File: config.mk
export PLATFORM = sky130hd
export DESIGN_NAME = reg_access_sequencer
export DESIGN_NICKNAME = d
export VERILOG_FILES = /design/src/rtl/reg_access_sequencer_pkg.sv /design/src/rtl/reg_access_sequencer_alu_core.sv /design/src/rtl/reg_access_sequencer.sv
export SDC_FILE = /design/constraint.sdc
export NUM_CORES = 1
export LEC_CHECK = 0
export CAP_MARGIN = 10
export CORE_MARGIN = 3
export CORE_UTILIZATION = 40
export CTS_CLUSTER_DIAMETER = 200
export DETAILED_ROUTE_END_ITERATION = 16
export HOLD_SLACK_MARGIN = 0.02
export PLACE_DENSITY = 0.71
export SETUP_SLACK_MARGIN = 0.1
export SLEW_MARGIN = 0
export SYNTH_ARGS = -nofsm -noshare
export SYNTH_HDL_FRONTEND = slang
export SYNTH_HIERARCHICAL = 1
export SYNTH_SLANG_ARGS = --single-unit
File: constraint.sdc
create_clock -name i_clock -period 4 [get_ports i_clock]
set_input_delay 0.8 -clock i_clock [delete_from_list [all_inputs] [get_ports i_clock]]
set_output_delay 0.8 -clock i_clock [all_outputs]
set_load 0.01 [all_outputs]
File: src/rtl/reg_access_sequencer_pkg.sv
`default_nettype none
// ============================================================================
//  Module   : reg_access_sequencer_pkg
//  Purpose  : Shared opcodes, FSM states and instruction field positions for
//             the register-access sequencer and its ALU.
//  Revision : 1.0 - initial release
// ============================================================================
package reg_access_sequencer_pkg;

  // Instruction word layout: [15:12] opcode, [11:8] rd, [7:4] rs1, [3:0] rs2.
  // The 8-bit immediate of LDI overlays the rs1/rs2 fields.
  localparam int INSTR_W    = 16;
  localparam int OPC_W      = 4;
  localparam int F_OP_LSB   = 12;
  localparam int F_RD_LSB   = 8;
  localparam int F_RS1_LSB  = 4;
  localparam int F_RS2_LSB  = 0;
  localparam int F_IMM_LSB  = 0;
  localparam int F_IMM_W    = 8;

  localparam logic [OPC_W-1:0] OP_NOP = 4'd0;
  localparam logic [OPC_W-1:0] OP_LDI = 4'd1;
  localparam logic [OPC_W-1:0] OP_ADD = 4'd2;
  localparam logic [OPC_W-1:0] OP_SUB = 4'd3;
  localparam logic [OPC_W-1:0] OP_AND = 4'd4;
  localparam logic [OPC_W-1:0] OP_OR  = 4'd5;
  localparam logic [OPC_W-1:0] OP_XOR = 4'd6;
  localparam logic [OPC_W-1:0] OP_SHL = 4'd7;
  localparam logic [OPC_W-1:0] OP_SHR = 4'd8;
  localparam logic [OPC_W-1:0] OP_MOV = 4'd9;

  typedef enum logic [1:0] {
    S_IDLE  = 2'd0,
    S_READ  = 2'd1,
    S_EXEC  = 2'd2,
    S_WRITE = 2'd3
  } state_t;

  // Opcodes that need the register-read and execute steps (ADD..MOV).
  function automatic logic is_alu_op(input logic [OPC_W-1:0] op);
    return (op >= OP_ADD) && (op <= OP_MOV);
  endfunction

endpackage
`default_nettype wire

File: src/rtl/reg_access_sequencer_alu_core.sv
`default_nettype none
// ============================================================================
//  Module   : reg_access_sequencer_alu_core
//  Purpose  : Combinational ALU: (op, a, b) -> (y, c). Modulo arithmetic,
//             shifts by >= DATA_W yield zero.
//  Revision : 1.0 - initial release
// ============================================================================
module reg_access_sequencer_alu_core
  import reg_access_sequencer_pkg::*;
#(
  parameter int DATA_W = 16
) (
  input  logic [OPC_W-1:0]  i_op,
  input  logic [DATA_W-1:0] i_a,
  input  logic [DATA_W-1:0] i_b,
  output logic [DATA_W-1:0] o_y,
  output logic              o_c
);

  localparam int              SH_W        = $clog2(DATA_W);
  localparam logic [DATA_W-1:0] c_sh_limit = DATA_W'(DATA_W);

  logic [DATA_W:0] w_sum;
  logic            w_sh_over;

  assign w_sum     = {1'b0, i_a} + {1'b0, i_b};
  // The whole of b is the shift amount, so any value >= DATA_W clears the result.
  assign w_sh_over = (i_b >= c_sh_limit);

  // Result and carry select; carry is only meaningful for ADD/SUB.
  always_comb begin
    o_y = '0;
    o_c = 1'b0;
    case (i_op)
      OP_ADD: begin
        o_y = w_sum[DATA_W-1:0];
        o_c = w_sum[DATA_W];
      end
      OP_SUB: begin
        o_y = i_a - i_b;
        o_c = (i_a >= i_b);
      end
      OP_AND: o_y = i_a & i_b;
      OP_OR:  o_y = i_a | i_b;
      OP_XOR: o_y = i_a ^ i_b;
      OP_SHL: o_y = w_sh_over ? '0 : (i_a << i_b[SH_W-1:0]);
      OP_SHR: o_y = w_sh_over ? '0 : (i_a >> i_b[SH_W-1:0]);
      OP_MOV: o_y = i_a;
      default: ;
    endcase
  end

endmodule
`default_nettype wire

File: src/rtl/reg_access_sequencer.sv
`default_nettype none
// ============================================================================
//  Module   : reg_access_sequencer
//  Purpose  : Multi-cycle instruction sequencer driving a 16x16 register
//             file: IDLE -> READ -> EXEC -> WRITE, with LDI/NOP skipping
//             straight to WRITE and undefined opcodes dropped in IDLE.
//  Revision : 1.0 - initial release
// ============================================================================
module reg_access_sequencer
  import reg_access_sequencer_pkg::*;
#(
  parameter int DATA_W = 16,
  parameter int ADDR_W = 4
) (
  input  logic               i_clock,
  input  logic               i_reset,
  input  logic               i_instr_valid,
  input  logic [INSTR_W-1:0] i_instr,
  output logic               o_instr_ready,
  output logic               o_regWrite,
  output logic [ADDR_W-1:0]  o_write_reg_addr,
  output logic [DATA_W-1:0]  o_write_data,
  output logic [ADDR_W-1:0]  o_read_reg_addr_1,
  output logic [ADDR_W-1:0]  o_read_reg_addr_2,
  input  logic [DATA_W-1:0]  i_read_data_1,
  input  logic [DATA_W-1:0]  i_read_data_2,
  output logic               o_done,
  output logic               o_illegal,
  output logic               o_flag_z,
  output logic               o_flag_c
);

  state_t             r_state;
  state_t             w_next_state;
  logic [OPC_W-1:0]   r_op;
  logic [ADDR_W-1:0]  r_rd;
  logic [ADDR_W-1:0]  r_raddr1;
  logic [ADDR_W-1:0]  r_raddr2;
  logic [DATA_W-1:0]  r_op_a;
  logic [DATA_W-1:0]  r_op_b;
  logic [DATA_W-1:0]  r_result;
  logic               r_flag_z;
  logic               r_flag_c;
  logic               r_illegal;

  logic               w_accept;
  logic [OPC_W-1:0]   w_in_op;
  logic [F_IMM_W-1:0] w_imm;
  logic [DATA_W-1:0]  w_alu_y;
  logic               w_alu_c;

  assign w_in_op  = i_instr[F_OP_LSB +: OPC_W];
  assign w_imm    = i_instr[F_IMM_LSB +: F_IMM_W];
  assign w_accept = i_instr_valid && (r_state == S_IDLE);

  reg_access_sequencer_alu_core #(
    .DATA_W (DATA_W)
  ) u_alu (
    .i_op (r_op),
    .i_a  (r_op_a),
    .i_b  (r_op_b),
    .o_y  (w_alu_y),
    .o_c  (w_alu_c)
  );

  // State register.
  always_ff @(posedge i_clock) begin
    if (i_reset) r_state <= S_IDLE;
    else         r_state <= w_next_state;
  end

  // Next-state decode and per-state strobes.
  always_comb begin
    w_next_state  = r_state;
    o_instr_ready = 1'b0;
    o_regWrite    = 1'b0;
    o_done        = 1'b0;
    case (r_state)
      S_IDLE: begin
        o_instr_ready = 1'b1;
        if (i_instr_valid) begin
          if ((w_in_op == OP_NOP) || (w_in_op == OP_LDI)) w_next_state = S_WRITE;
          else if (is_alu_op(w_in_op))                    w_next_state = S_READ;
        end
      end
      S_READ:  w_next_state = S_EXEC;
      S_EXEC:  w_next_state = S_WRITE;
      S_WRITE: begin
        o_done       = 1'b1;
        o_regWrite   = (r_op != OP_NOP);
        w_next_state = S_IDLE;
      end
      default: w_next_state = S_IDLE;
    endcase
  end

  // Instruction capture, operand/result registers, flags and the illegal pulse.
  always_ff @(posedge i_clock) begin
    if (i_reset) begin
      r_op      <= '0;
      r_rd      <= '0;
      r_raddr1  <= '0;
      r_raddr2  <= '0;
      r_op_a    <= '0;
      r_op_b    <= '0;
      r_result  <= '0;
      r_flag_z  <= 1'b0;
      r_flag_c  <= 1'b0;
      r_illegal <= 1'b0;
    end else begin
      r_illegal <= 1'b0;
      if (w_accept) begin
        r_op <= w_in_op;
        r_rd <= i_instr[F_RD_LSB +: ADDR_W];
        if (w_in_op == OP_LDI) begin
          // LDI has no execute step, so its result and Z flag land at capture.
          r_result <= DATA_W'(w_imm);
          r_flag_z <= (w_imm == '0);
        end else if (is_alu_op(w_in_op)) begin
          // Read addresses only move for ops that read; they hold otherwise.
          r_raddr1 <= i_instr[F_RS1_LSB +: ADDR_W];
          r_raddr2 <= i_instr[F_RS2_LSB +: ADDR_W];
        end else if (w_in_op != OP_NOP) begin
          r_illegal <= 1'b1;
        end
      end
      if (r_state == S_READ) begin
        r_op_a <= i_read_data_1;
        r_op_b <= i_read_data_2;
      end
      if (r_state == S_EXEC) begin
        r_result <= w_alu_y;
        r_flag_z <= (w_alu_y == '0);
        if ((r_op == OP_ADD) || (r_op == OP_SUB)) r_flag_c <= w_alu_c;
      end
    end
  end

  assign o_write_reg_addr  = r_rd;
  assign o_write_data      = r_result;
  assign o_read_reg_addr_1 = r_raddr1;
  assign o_read_reg_addr_2 = r_raddr2;
  assign o_illegal         = r_illegal;
  assign o_flag_z          = r_flag_z;
  assign o_flag_c          = r_flag_c;

endmodule
`default_nettype wire
After elaboration in Yosys (flattened, before gate mapping)
Index checks and enable logic that the tools add are counted.
W data, S select, Z words.

word-level totals
  flip-flop bits (word level) = 69
  input bits = 51
  output and inout port bits = 34
  word-level logic and storage cells = 73

operators by class
  add/sub/neg operators = 2
  order comparisons = 4
  eq/ne operators = 14
  shifts and indexed selects = 2
  muxes and demuxes = 18
  bitwise gates (word level) = 5
  reductions and logical operators = 17

operator list
  kind                   count
  $pmux W16 S8           1
  $mux W16               5
  $add A16 B16 Y17       1
  $and A16 B16 Y16       1
  $eq A4 B3 Y1 const B   4
  $ge A16 B16 Y1         1
  $ge A16 B5 Y1 const B  1
  $logic_not A16 Y1      1
  $or A16 B16 Y16        1
  $shl A16 B4 Y16        1
  $shr A16 B4 Y16        1
  $sub A16 B16 Y16       1
  $xor A16 B16 Y16       1
  $eq A4 B2 Y1 const B   2
  $eq A4 B4 Y1 const B   2
  $logic_not A8 Y1       1
  $pmux W2 S4            1
  $reduce_bool A4 Y1     2
  $mux W1                7
  $mux W2                3
  $reduce_and A2 Y1      3
  $eq A2 B2 Y1 const B   2
  $eq A4 B1 Y1 const B   1
  $ge A4 B2 Y1 const B   1
  13 further kinds       17

Longest topological paths before layout
Gate-level depths: netlist (run 1).

  depth in word-level cells = 6
  depth in mapped cells = 16
  mapped depth without buffers = 15

Modules after synthesis
Netlist (run 1), hierarchy kept.

by module, submodules not included
  module                         instances  cells an instance  area an instance (um2)  seq. area each (um2)
  reg_access_sequencer_alu_core  1          568                4040.1                  0.0
  reg_access_sequencer           1          269                2660.1                  1381.3

Worst setup path after synthesis (run 1)
No wires, ideal clock.

  path kind = flip-flop to flip-flop
  start point = register r_op_b[1]
  end point = register r_flag_z (netlist: o_flag_z)
  setup time = 88 ps
  data arrival time = 4019 ps
  required time = 3912 ps
  path slack = -107 ps
  stages on the path, launching flop included = 17
  buffers on the path = 3
  clock period less this slack = 4107 ps
  cell sequence = dfxtp_1 -> buf_6 -> buf_4 -> buf_2 -> inv_1 -> fa_1 -> nor2b_1 -> o21a_1 -> or2_4 -> a211o_1 -> a311oi_2 -> o221ai_1 -> a221o_1 -> or4b_1 -> nor3_1 -> nand4_1 -> a311oi_2

between the ends
  cells in the longest elaborated chain, start to end = 5
  elaborated cells between the ends (all ways) = 13
  classes of those cells = add/sub: 2; order compare: 1; shift: 2; mux: 4; bitwise: 3; reduce/logical: 1

RTL lines
  element                                RTL line                                                                  source
  from (decl)                            reg_access_sequencer.sv:40                                                logic [DATA_W-1:0] r_op_b;
  from (signal assigned)                 reg_access_sequencer.sv:129                                               r_op_b <= i_read_data_2;
  $ge A16 B5 Y1 (tied with other cells)  reg_access_sequencer_alu_core.sv:28                                       assign w_sh_over = (i_b >= c_sh_limit);
  $mux W16 (on tied branches)            reg_access_sequencer_alu_core.sv:47, reg_access_sequencer_alu_core.sv:46
  $pmux W16 S8 *                         reg_access_sequencer_alu_core.sv:34                                       case (i_op)
  net w_alu_y[8]                         reg_access_sequencer.sv:49                                                logic [DATA_W-1:0] w_alu_y;
  $logic_not A16 Y1 *                    reg_access_sequencer.sv:133                                               r_flag_z <= (w_alu_y == '0);
  $mux W1 *                              reg_access_sequencer.sv:131                                               if (r_state == S_EXEC) begin
  to (signal assigned)                   reg_access_sequencer.sv:118                                               r_flag_z <= (w_imm == '0);
  to (signal assigned)                   reg_access_sequencer.sv:133
  to (decl)                              reg_access_sequencer.sv:42                                                logic r_flag_z;

Mark *: on every way through the listed nets, which the timed path passes. The rest lies on a longest branch.
A chain may end at the register's enable or synchronous reset.

Worst setup path after layout (run 1)
  start point = register r_op_a[0]
  end point = register r_flag_z (netlist: o_flag_z)

between the ends
  cells in the longest elaborated chain, start to end = 5
  elaborated cells between the ends (all ways) = 12
  classes of those cells = add/sub: 2; shift: 2; mux: 4; bitwise: 3; reduce/logical: 1

RTL lines
  element                                                   RTL line                             source
  from (decl)                                               reg_access_sequencer.sv:39           logic [DATA_W-1:0] r_op_a;
  from (signal assigned)                                    reg_access_sequencer.sv:128          r_op_a <= i_read_data_1;
  branches (longest 2 deep; another with $sub A16 B16 Y16)  -
  $pmux W16 S8 *                                            reg_access_sequencer_alu_core.sv:34
  net w_alu_y[8]                                            reg_access_sequencer.sv:49
  $logic_not A16 Y1 *                                       reg_access_sequencer.sv:133
  $mux W1 *                                                 reg_access_sequencer.sv:131

Mark *: on every way through the listed nets, which the timed path passes.

==> results of run 1 <==
what timing repair did:
item | in CTS | in global routing
gates resized for setup | 0 | 2
endpoints found under the hold margin | 0 | 0
endpoints found under the setup margin | 0 | 1
cell usage in the layout (no fill, tap or decap), types with 36 or more instances in the layout:
cell type	instances
nor2_1	116
clkdlybuf4s50_1	83
a21oi_1	42
nand2_1	50
ha_1	56
mux2i_1	77
dfxtp_1	68
inv_1	51
buf_4	36
o21ai_0	37
flip-flops by register name (all words and copies together), names as in the netlist:
signal             count
o_illegal              1
o_write_reg_addr       4
o_read_reg_addr_1      4
o_flag_z               1
r_state                2
r_op                   4
r_op_a                16
o_write_data          16
o_read_reg_addr_2      4
r_op_b                16
o_flag_c               1
per-layer routing:
metal	track usage, %	part of all wire, %	wire [um]
met5	0	0	0
met1	34.89	44	10080
met3	5.015	7.5	1712
met4	6.439	2.1	486
met2	39.21	46	10530
cell usage after synthesis, drive strengths merged, types with 3 or more instances:
master,number
a211o,5
nand3,20
mux4,19
nor2,116
or3,6
o221ai,9
xnor2,5
o21a,4
ha,57
mux2i,77
clkbuf,30
buf,28
a221oi,15
nor3,22
a31oi,4
a21oi,42
a2bb2oi,4
o311ai,3
o2111ai,3
a21o,4
a2111oi,3
a211oi,26
and2,5
nand4,4
nand2b,7
o22ai,19
or2,8
nor2b,7
a22oi,11
dfxtp,69
o211ai,8
inv,52
o21ai,38
a221o,3
nand2,50
nor4,10
and3,6
a311oi,5
o31ai,5
area by class of cell:
cell class	instances	area [um2]
flip-flops and latches	69	1383
multi-input cells	656	4856
inverters	54	207.7
fillers	1591	7983
well taps	216	270.3
clock buffers	11	252.7
clock inverters	5	57.56
repair buffers	120	1106
metrics by stage:
stage                     power, mW  utilization [%]
after global placement        4.224            48.47
after floorplan               3.280                -
after detailed placement      4.229            48.47
after global routing          5.512            50.47
final                         5.148            50.47
after CTS                     5.093            50.40
critical path, cell delays in order (launching register included):
cell and delay, ns:
dfxtp_1 0.31, inv_1 0.08, ha_1 0.17, inv_1 0.06, fa_2 0.35, nor2b_1 0.14
o21a_1 0.20, or2_4 0.24, a211o_1 0.30, a311oi_2 0.24, o221ai_1 0.17, a221o_1 0.34
or4b_1 0.55, nor3_2 0.14, nand4_1 0.13, a311oi_2 0.24
final timing paths:
check,from,to,depth (start not counted)
worst min register to register,o_write_reg_addr[3],o_write_reg_addr[3],2
worst max-delay path,r_op_a[0],o_flag_z,15
worst max register to register,r_op_a[0],o_flag_z,15
worst min-delay path,o_write_reg_addr[3],o_write_reg_addr[3],2
cell families (layout without fill, tap and decap cells):
| group | after synthesis | after routing |
|---|---|---|
| multiplexers | 98 | 98 |
| flip-flops | 69 | 69 |
| AO/OA/AOI/OAI | 227 | 227 |
| XOR/XNOR | 5 | 5 |
| buffers and inverters | 112 | 190 |
| adder cells (fa/ha/maj) | 59 | 59 |
| AND/OR/NAND/NOR | 267 | 267 |
power by group:
group | internal (mW) | leakage (nW) | switching [mW]
combinational | 1.36 | 2.24 | 1.91
clock | 0.518 | 0.156 | 0.322
sequential | 0.853 | 0.564 | 0.180
total | 2.73 | 2.96 | 2.42
==> metrics, run 1 <==
DP Cell Count 1,115; Post-Layout Cell Count 1,131; critical path type register to register; hold slack 0.4556 ns; Place WS 0.3007 ns; Root Driver clkbuf_16; P per Cell Area 632.9 nW/um2; routed wire length 22.81 mm; initial antenna violation count 0; CTS tree done; initial DRC count 838; final hold violations 0; drt drc 0; period utilization 93.70%; CTS HTree Levels 3; DP HPWL 17.69 mm; final instance area between 8000 and 9000 um2; r2r setup slk 0.25 ns; post-CTS setup buffer count 0; die area 18,340 um2; Area Overhead vs Synth 21.38%; number of max-cap violations 0; critical path peak fanout 3; ANT nets after route 0; area share of fa/ha/maj cells after synthesis approximately 11%; Num CTS Buffers 9; Routed wire per std cell 20.17 um; layout cells sized above 1 10.71%; worst path arrival time 4.01 ns; Post-synth EDFFs 0; row count 46; worst skew pair latency 0.35 ns; Tmin final 3.748 ns; clock skew 0.008278 ns; register area share after synthesis 20.62%; core area about 16,000 um2; worst path required time 4.26 ns; Max VDD drop 395.3 uV; Post-Syn Nets 947; Lkg Pwr 2.956 nW; IO Pins 85; starting density of the core between 40% and 50%; Post-Syn Area between 6000 and 7000 um2; largest family of logic cells by synthesized area compound AO/OA/AOI/OAI gates; final max-slew violation count 0; port bufs 84; Yosys Warn Count 6; fmax 266.8 MHz; vias in the first global route 6,339; Die W around 140 um; simple-gate share of the synthesized area 18.36%; critical path capture point type register; Post-synth ARST share 0%; cells after synthesis 837; Synth cell types 73; via count 6,879; Compound-Gate Fraction of Synth Area 23.75%; largest net degree at the start of global routing between 50 and 60; final net count 1,020; total negative slack 0 ns; XOR/XNOR share of the synthesized area 0.6536%; synth top area cells dfxtp_1, mux2i_1, ha_1; min setup slack post-route 0.2521 ns; Hold-fix buffers, CTS 0; DRT Pass-1 Iters 6; Ant. Diodes 0; Hold/Removal Path Class register to register; Max transition margin 30.48%; Seq cells post-synth just under 70; outcome finished clean; Finish-stage setup viols 0; first-pass GRT wire length 35.84 mm; Avg Cell Area, Syn 8.005 um2; Clock transition at path regs around 0.060 ns; Vias per Instance 6.082; Synth top area share 20.62%; gr ovfl total 0; gpl congestion between 1 and 1.5; actual slew at the worst max-slew pin 1.043 ns; gr usage total 24.88%; mux cell area share after synthesis 18.23%; Max clock buf depth 2; Yosys top cell by area dfxtp_1; Die Ht roughly 140 um; ys flop type dfxtp_1; CP startpoint kind register; Clock Sinks 69; Post-Place Cell Area ~8000 um2; RSZ-0062 raised after global routing yes
Power figures use the tool's default switching activity.
==> inputs of run 2 (changes only) <==
--- a/config.mk
+++ b/config.mk
@@ -8,10 +8,11 @@
 export CAP_MARGIN = 10
 export CORE_MARGIN = 3
 export CORE_UTILIZATION = 40
+export CTS_BUF_LIST = sky130_fd_sc_hd__clkbuf_4 sky130_fd_sc_hd__clkbuf_8
 export CTS_CLUSTER_DIAMETER = 200
 export DETAILED_ROUTE_END_ITERATION = 16
 export HOLD_SLACK_MARGIN = 0.02
-export PLACE_DENSITY = 0.71
+export PLACE_DENSITY = 0.72
 export SETUP_SLACK_MARGIN = 0.1
 export SLEW_MARGIN = 0
 export SYNTH_ARGS = -nofsm -noshare
==> run 2 against run 1 <==
Against the previous run: flip-flop and latch count unchanged; setup slack improved by 0.041 ns; die area unchanged; first-iteration DRC count decreased by 17%; largest power group unchanged; highest routed layer unchanged.
==> metrics, run 2 (synthesis results as in run 1) <==
port bufs between 80 and 90; leading cell type in the layout, fill and taps excluded nor2_1; core area 16,120 um2; die area 18,340 um2; CTS HTree Levels 3; hold slack 0.4589 ns; worst path required time between 4 and 5 ns; starting density of the core approximately two fifths; final max-slew violation count 0; fmax around 270 MHz; total power 4.834 mW; layout cells sized above 1 a little over a tenth; ordered list of cells on the worst path clkinvlp_4, fa_2, nor2b_1, o21a_1, or2_4, a211o_1, a311oi_2, o221ai_1, a221o_1, or4b_1, nor3_2, nand4_1, a311oi_2; actual slew at the worst max-slew pin 1.032 ns; worst path arrival time 3.99 ns; via count roughly 6,800; critical path peak fanout 7; Hold-fix buffers, CTS 0; initial antenna violation count 0; Vias per Instance roughly 6; Num CTS Buffers 9; first-pass GRT wire length approximately 36 mm; Die Ht approximately 140 um; Worst path slowest cell or4b_1; IO Pins 85; critical path type register to register; critical path capture point type register; Max clock buf depth 2; P per Cell Area 603.3 nW/um2; RSZ-0062 raised after global routing yes; Place WS 0.2921 ns; Die W ~140 um; initial DRC count 694; min setup slack post-route 0.2927 ns; Max VDD drop 389.4 uV; ANT nets after route 0; Post-Place Cell Area 7834 um2; vias in the first global route between 6,000 and 7,000; Tmin final between 3 and 4 ns; post-layout util 49.71%; Lkg Pwr 2.906 nW; outcome finished clean; final hold violations 0; gr ovfl total 0; CP max stage delay around 0.54 ns; gr usage total 24.81%; Hold/Removal Path Class register to register; DP HPWL 17.88 mm; Clock Sinks between 60 and 70; gpl congestion 1.014; Multi-input gate area a little under 5000 um2; DRT Pass-1 Iters 5; CP top delay family compound AO/OA/AOI/OAI gates; final net count between 1,000 and 1,500; CTS tree done; number of max-cap violations 0; Ant. Diodes 0; routed wire length 22.78 mm; commonest non-fill, non-tap cells in the layout nor2_1, clkdlybuf4s50_1, mux2i_1, dfxtp_1, ha_1; largest net degree at the start of global routing between 40 and 50; total negative slack 0 ns; DP Cell Count roughly 1,100; period utilization between 90% and 100%; row count 46; Finish-stage setup viols 0; Max transition margin 31.19%; Fillers 1,621; clock skew 0.01336 ns; Post-Layout Cell Count 1,134; final instance area 8011 um2; worst skew pair latency 0.37 ns; Routed wire per std cell ~20 um; Area Overhead vs Synth 19.57%; drt drc 0; CP startpoint kind register; Root Driver clkbuf_8; WP buf/inv 1; Reg area between 1000 and 1500 um2; post-CTS setup buffer count 0; Clock transition at path regs 0.09 ns; CP most frequent cell a311oi_2
[run 2: cell count changes in the layout (fill, tap and decap cells not counted), sizes merged]
cell	change
clkbuf	-2
clkinv	+1
inv	+1
buf	+3
bufinv	-1
clkinvlp	+1
[run 2: layout make-up]
class	count	share of cell area (%)
Sequential cell	69	17.26
Clock inverter	7	0.6091
Multi-Input combinational cell	656	60.53
Tap cell	216	3.373
Clock buffer	9	1.546
Timing Repair Buffer	123	14.09
Inverter	54	2.593
[run 2: worst paths after layout]
| path | from | to | slack, ns | cells after the start |
|---|---|---|---|---|
| worst max-delay path | r_op_b[1] | o_flag_z | 0.29 | 13 |
| worst min-delay path | o_write_reg_addr[3] | o_write_reg_addr[3] | 0.46 | 2 |
| worst max register to register | r_op_b[1] | o_flag_z | 0.29 | 13 |
| worst min register to register | o_write_reg_addr[3] | o_write_reg_addr[3] | 0.46 | 2 |
[run 2: what timing repair did]
action,CTS,global route
setup endpoints to repair,0,1
resized for setup,0,1
endpoints found under the hold margin,0,0
[run 2: worst min-delay path: stages, from the launching register on]
cell and delay, ns:
dfxtp_1 0.31, nand2_1 0.05, a21oi_1 0.05
[run 2: routing by layer]
metal	wire length [um]	share of wire [%]	GRT usage (%)	vias to the layer above
met2	10200	45	38.25	323
met5	0	0	0	-
met4	830	3.6	10.25	0
met1	10040	44	34.18	3184
met3	1708	7.5	4.606	51
li1	-	-	-	3233
[run 2: power by group]
| part | leakage, nW | internal [mW] | total, mW | switching [mW] |
|---|---|---|---|---|
| registers | 0.564 | 0.852 | 1.02 | 0.169 |
| logic | 2.25 | 1.35 | 3.28 | 1.93 |
| clock network | 0.0898 | 0.227 | 0.530 | 0.303 |
| total | 2.91 | 2.43 | 4.83 | 2.40 |
==> inputs of run 3 (changes only) <==
--- a/config.mk
+++ b/config.mk
@@ -6,13 +6,13 @@
 export NUM_CORES = 1
 export LEC_CHECK = 0
 export CAP_MARGIN = 10
-export CORE_MARGIN = 3
-export CORE_UTILIZATION = 40
+export CORE_UTILIZATION = 29
 export CTS_BUF_LIST = sky130_fd_sc_hd__clkbuf_4 sky130_fd_sc_hd__clkbuf_8
 export CTS_CLUSTER_DIAMETER = 200
 export DETAILED_ROUTE_END_ITERATION = 16
+export GPL_TIMING_DRIVEN = 0
 export HOLD_SLACK_MARGIN = 0.02
-export PLACE_DENSITY = 0.72
+export PLACE_DENSITY = 0.58
 export SETUP_SLACK_MARGIN = 0.1
 export SLEW_MARGIN = 0
 export SYNTH_ARGS = -nofsm -noshare
==> run 3 against run 2 <==
Against the previous run: combinational power rose by 3%; global-route usage fell by 2.9 points; setup slack worse by 0.24 ns; clock power increased by 31%.
==> metrics, run 3 (synthesis results as in run 1) <==
outcome finished clean; total power 5.220 mW; ANT nets after route 0; Clk pwr share between 10% and 20%; routed wire length roughly 26 mm; commonest non-fill, non-tap cells in the layout nor2_1, clkdlybuf4s50_1, mux2i_1, dfxtp_1, ha_1; final hold violations 0; final instance area 8348 um2; worst skew pair latency about 0.4 ns; gr usage total 21.89%; Num CTS Buffers 9; Tmin final 3.949 ns; CP startpoint kind register; Lkg Pwr 2.977 nW; Post-Layout Cell Count 1,232; DP Cell Count 1,205; Max transition margin between 40% and 50%; r2r setup slk 0.05 ns; Root Driver clkbuf_8; critical path capture point type register; final max-slew violation count 0; Endpoint, Worst Hold o_write_reg_addr[1]; Reg2Reg Depth 14; port bufs 83; first-pass GRT wire length approximately 40 mm; clock skew 0.02151 ns; Vias per Instance 5.740; gpl congestion about 0.97; worst hold path depth 2; hold path start o_write_reg_addr[1]; CTS HTree Levels 3; Ant. Diodes 0; via count slightly above 7,000; worst path required time 4.31 ns; vias in the first global route 6,647; Max VDD drop roughly 240 uV; worst path arrival time 4.26 ns; gr ovfl total 0; IO Pins 85; initial antenna violation count 0; CTS tree done; actual slew at the worst max-slew pin slightly below 0.9 ns; Hold/Removal Path Class register to register; DRT Pass-1 Iters 7; reg-to-reg endpoint o_flag_z; die area 23,720 um2; Seq pwr share 22.1%; Die Ht 154 um; R2R Path Start r_op_b[0]; leading cell type in the layout, fill and taps excluded nor2_1; Finish-stage setup viols 0; starting density of the core between 20 and 30%; critical path type register to register; Post-Place Cell Area 7910 um2; DP HPWL ~20 mm; row count 55; critical path peak fanout 4; final net count 1,052; Place WS -0.7443 ns; min setup slack post-route roughly 0.05 ns; Clock transition at path regs 0.11 ns; period utilization roughly 100%; fmax 253.3 MHz; P_sw 2.589 mW; initial DRC count 742; core area 22,640 um2; Clock Sinks 69; largest net degree at the start of global routing 19; RSZ-0062 raised after global routing yes; drt drc 0; number of max-cap violations 0; P per Cell Area 625.4 nW/um2; Max clock buf depth 2; layout cells sized above 1 12.35%; switching share of total power 49.59%; Die W 154 um; Routed wire per std cell 21.08 um; Int Power 2.632 mW; Combinational Power Share 64.6%; Area Overhead vs Synth 24.59%
[run 3: power groups by stage]
stage | Clock (mW) | Combinational (mW) | Sequential (mW)
floorplan | 0 | 2.23 | 1.05
CTS | 0.711 | 3.26 | 1.15
detailed placement | 0 | 3.14 | 1.16
finish | 0.693 | 3.37 | 1.15
global placement | 0 | 3.14 | 1.15
global route | 0.731 | 3.64 | 1.18
[run 3: worst max-delay path, stage by stage, from the launching register on]
cell	delay, ns
dfxtp_1	0.45
ha_1	0.23
inv_1	0.06
fa_2	0.34
nor2b_4	0.13
o21a_1	0.20
or2_4	0.27
a211o_1	0.28
a311oi_2	0.32
o221ai_2	0.15
a221o_1	0.38
or4b_4	0.57
nor3_4	0.12
nand4_1	0.13
a311oi_2	0.25
[run 3: metrics by stage]
step	TNS, ns	hold slack, ns	utilization [%]
2_1_floorplan	0	0.4622	-
3_3_place_gp	-0.9938	0.4459	34.94
3_5_place_dp	-0.9822	0.4526	34.94
4_1_cts	-0.09395	0.4697	36.57
5_1_grt	-0.07921	0.4886	36.87
6_report	0	0.4651	36.87
[run 3: per-layer routing]
| layer | up-vias | global-route usage, % | wire [um] |
|---|---|---|---|
| met4 | 0 | 9.190 | 860 |
| met5 | - | 0 | 0 |
| met2 | 319 | 34.81 | 11890 |
| met3 | 40 | 4.284 | 1893 |
| li1 | 3310 | - | - |
| met1 | 3403 | 28.81 | 11320 |
[run 3: worst max path at each step]
| stage | startpoint | to | cells after the start |
|---|---|---|---|
| floorplan | r_op_b[1] | o_flag_z | 16 |
| global placement | r_op_b[1] | o_flag_z | 16 |
| detailed placement | r_op_b[1] | o_flag_z | 16 |
| CTS | r_op_b[1] | o_flag_z | 16 |
| global route | r_op_b[0] | o_flag_z | 14 |
| finish | r_op_b[0] | o_flag_z | 14 |
[run 3: area by class of cell]
class / instances / area [um2]
Clock inverter: 7 / 98.84
Fill cell: 2341 / 14290
Sequential cell: 69 / 1400
Tap cell: 285 / 356.6
Buffer: 56 / 306.5
Clock buffer: 9 / 123.9
Timing Repair Buffer: 96 / 928.4
Multi-Input combinational cell: 656 / 4922
Inverter: 54 / 211.5
[run 3: timing repair]
action | 4_1_cts | 5_1_grt
setup buffers | 9 | 4
setup endpoints to repair | 5 | 3
pin swaps | 8 | 8
hold buffers | 0 | 0
resized for setup | 24 | 16
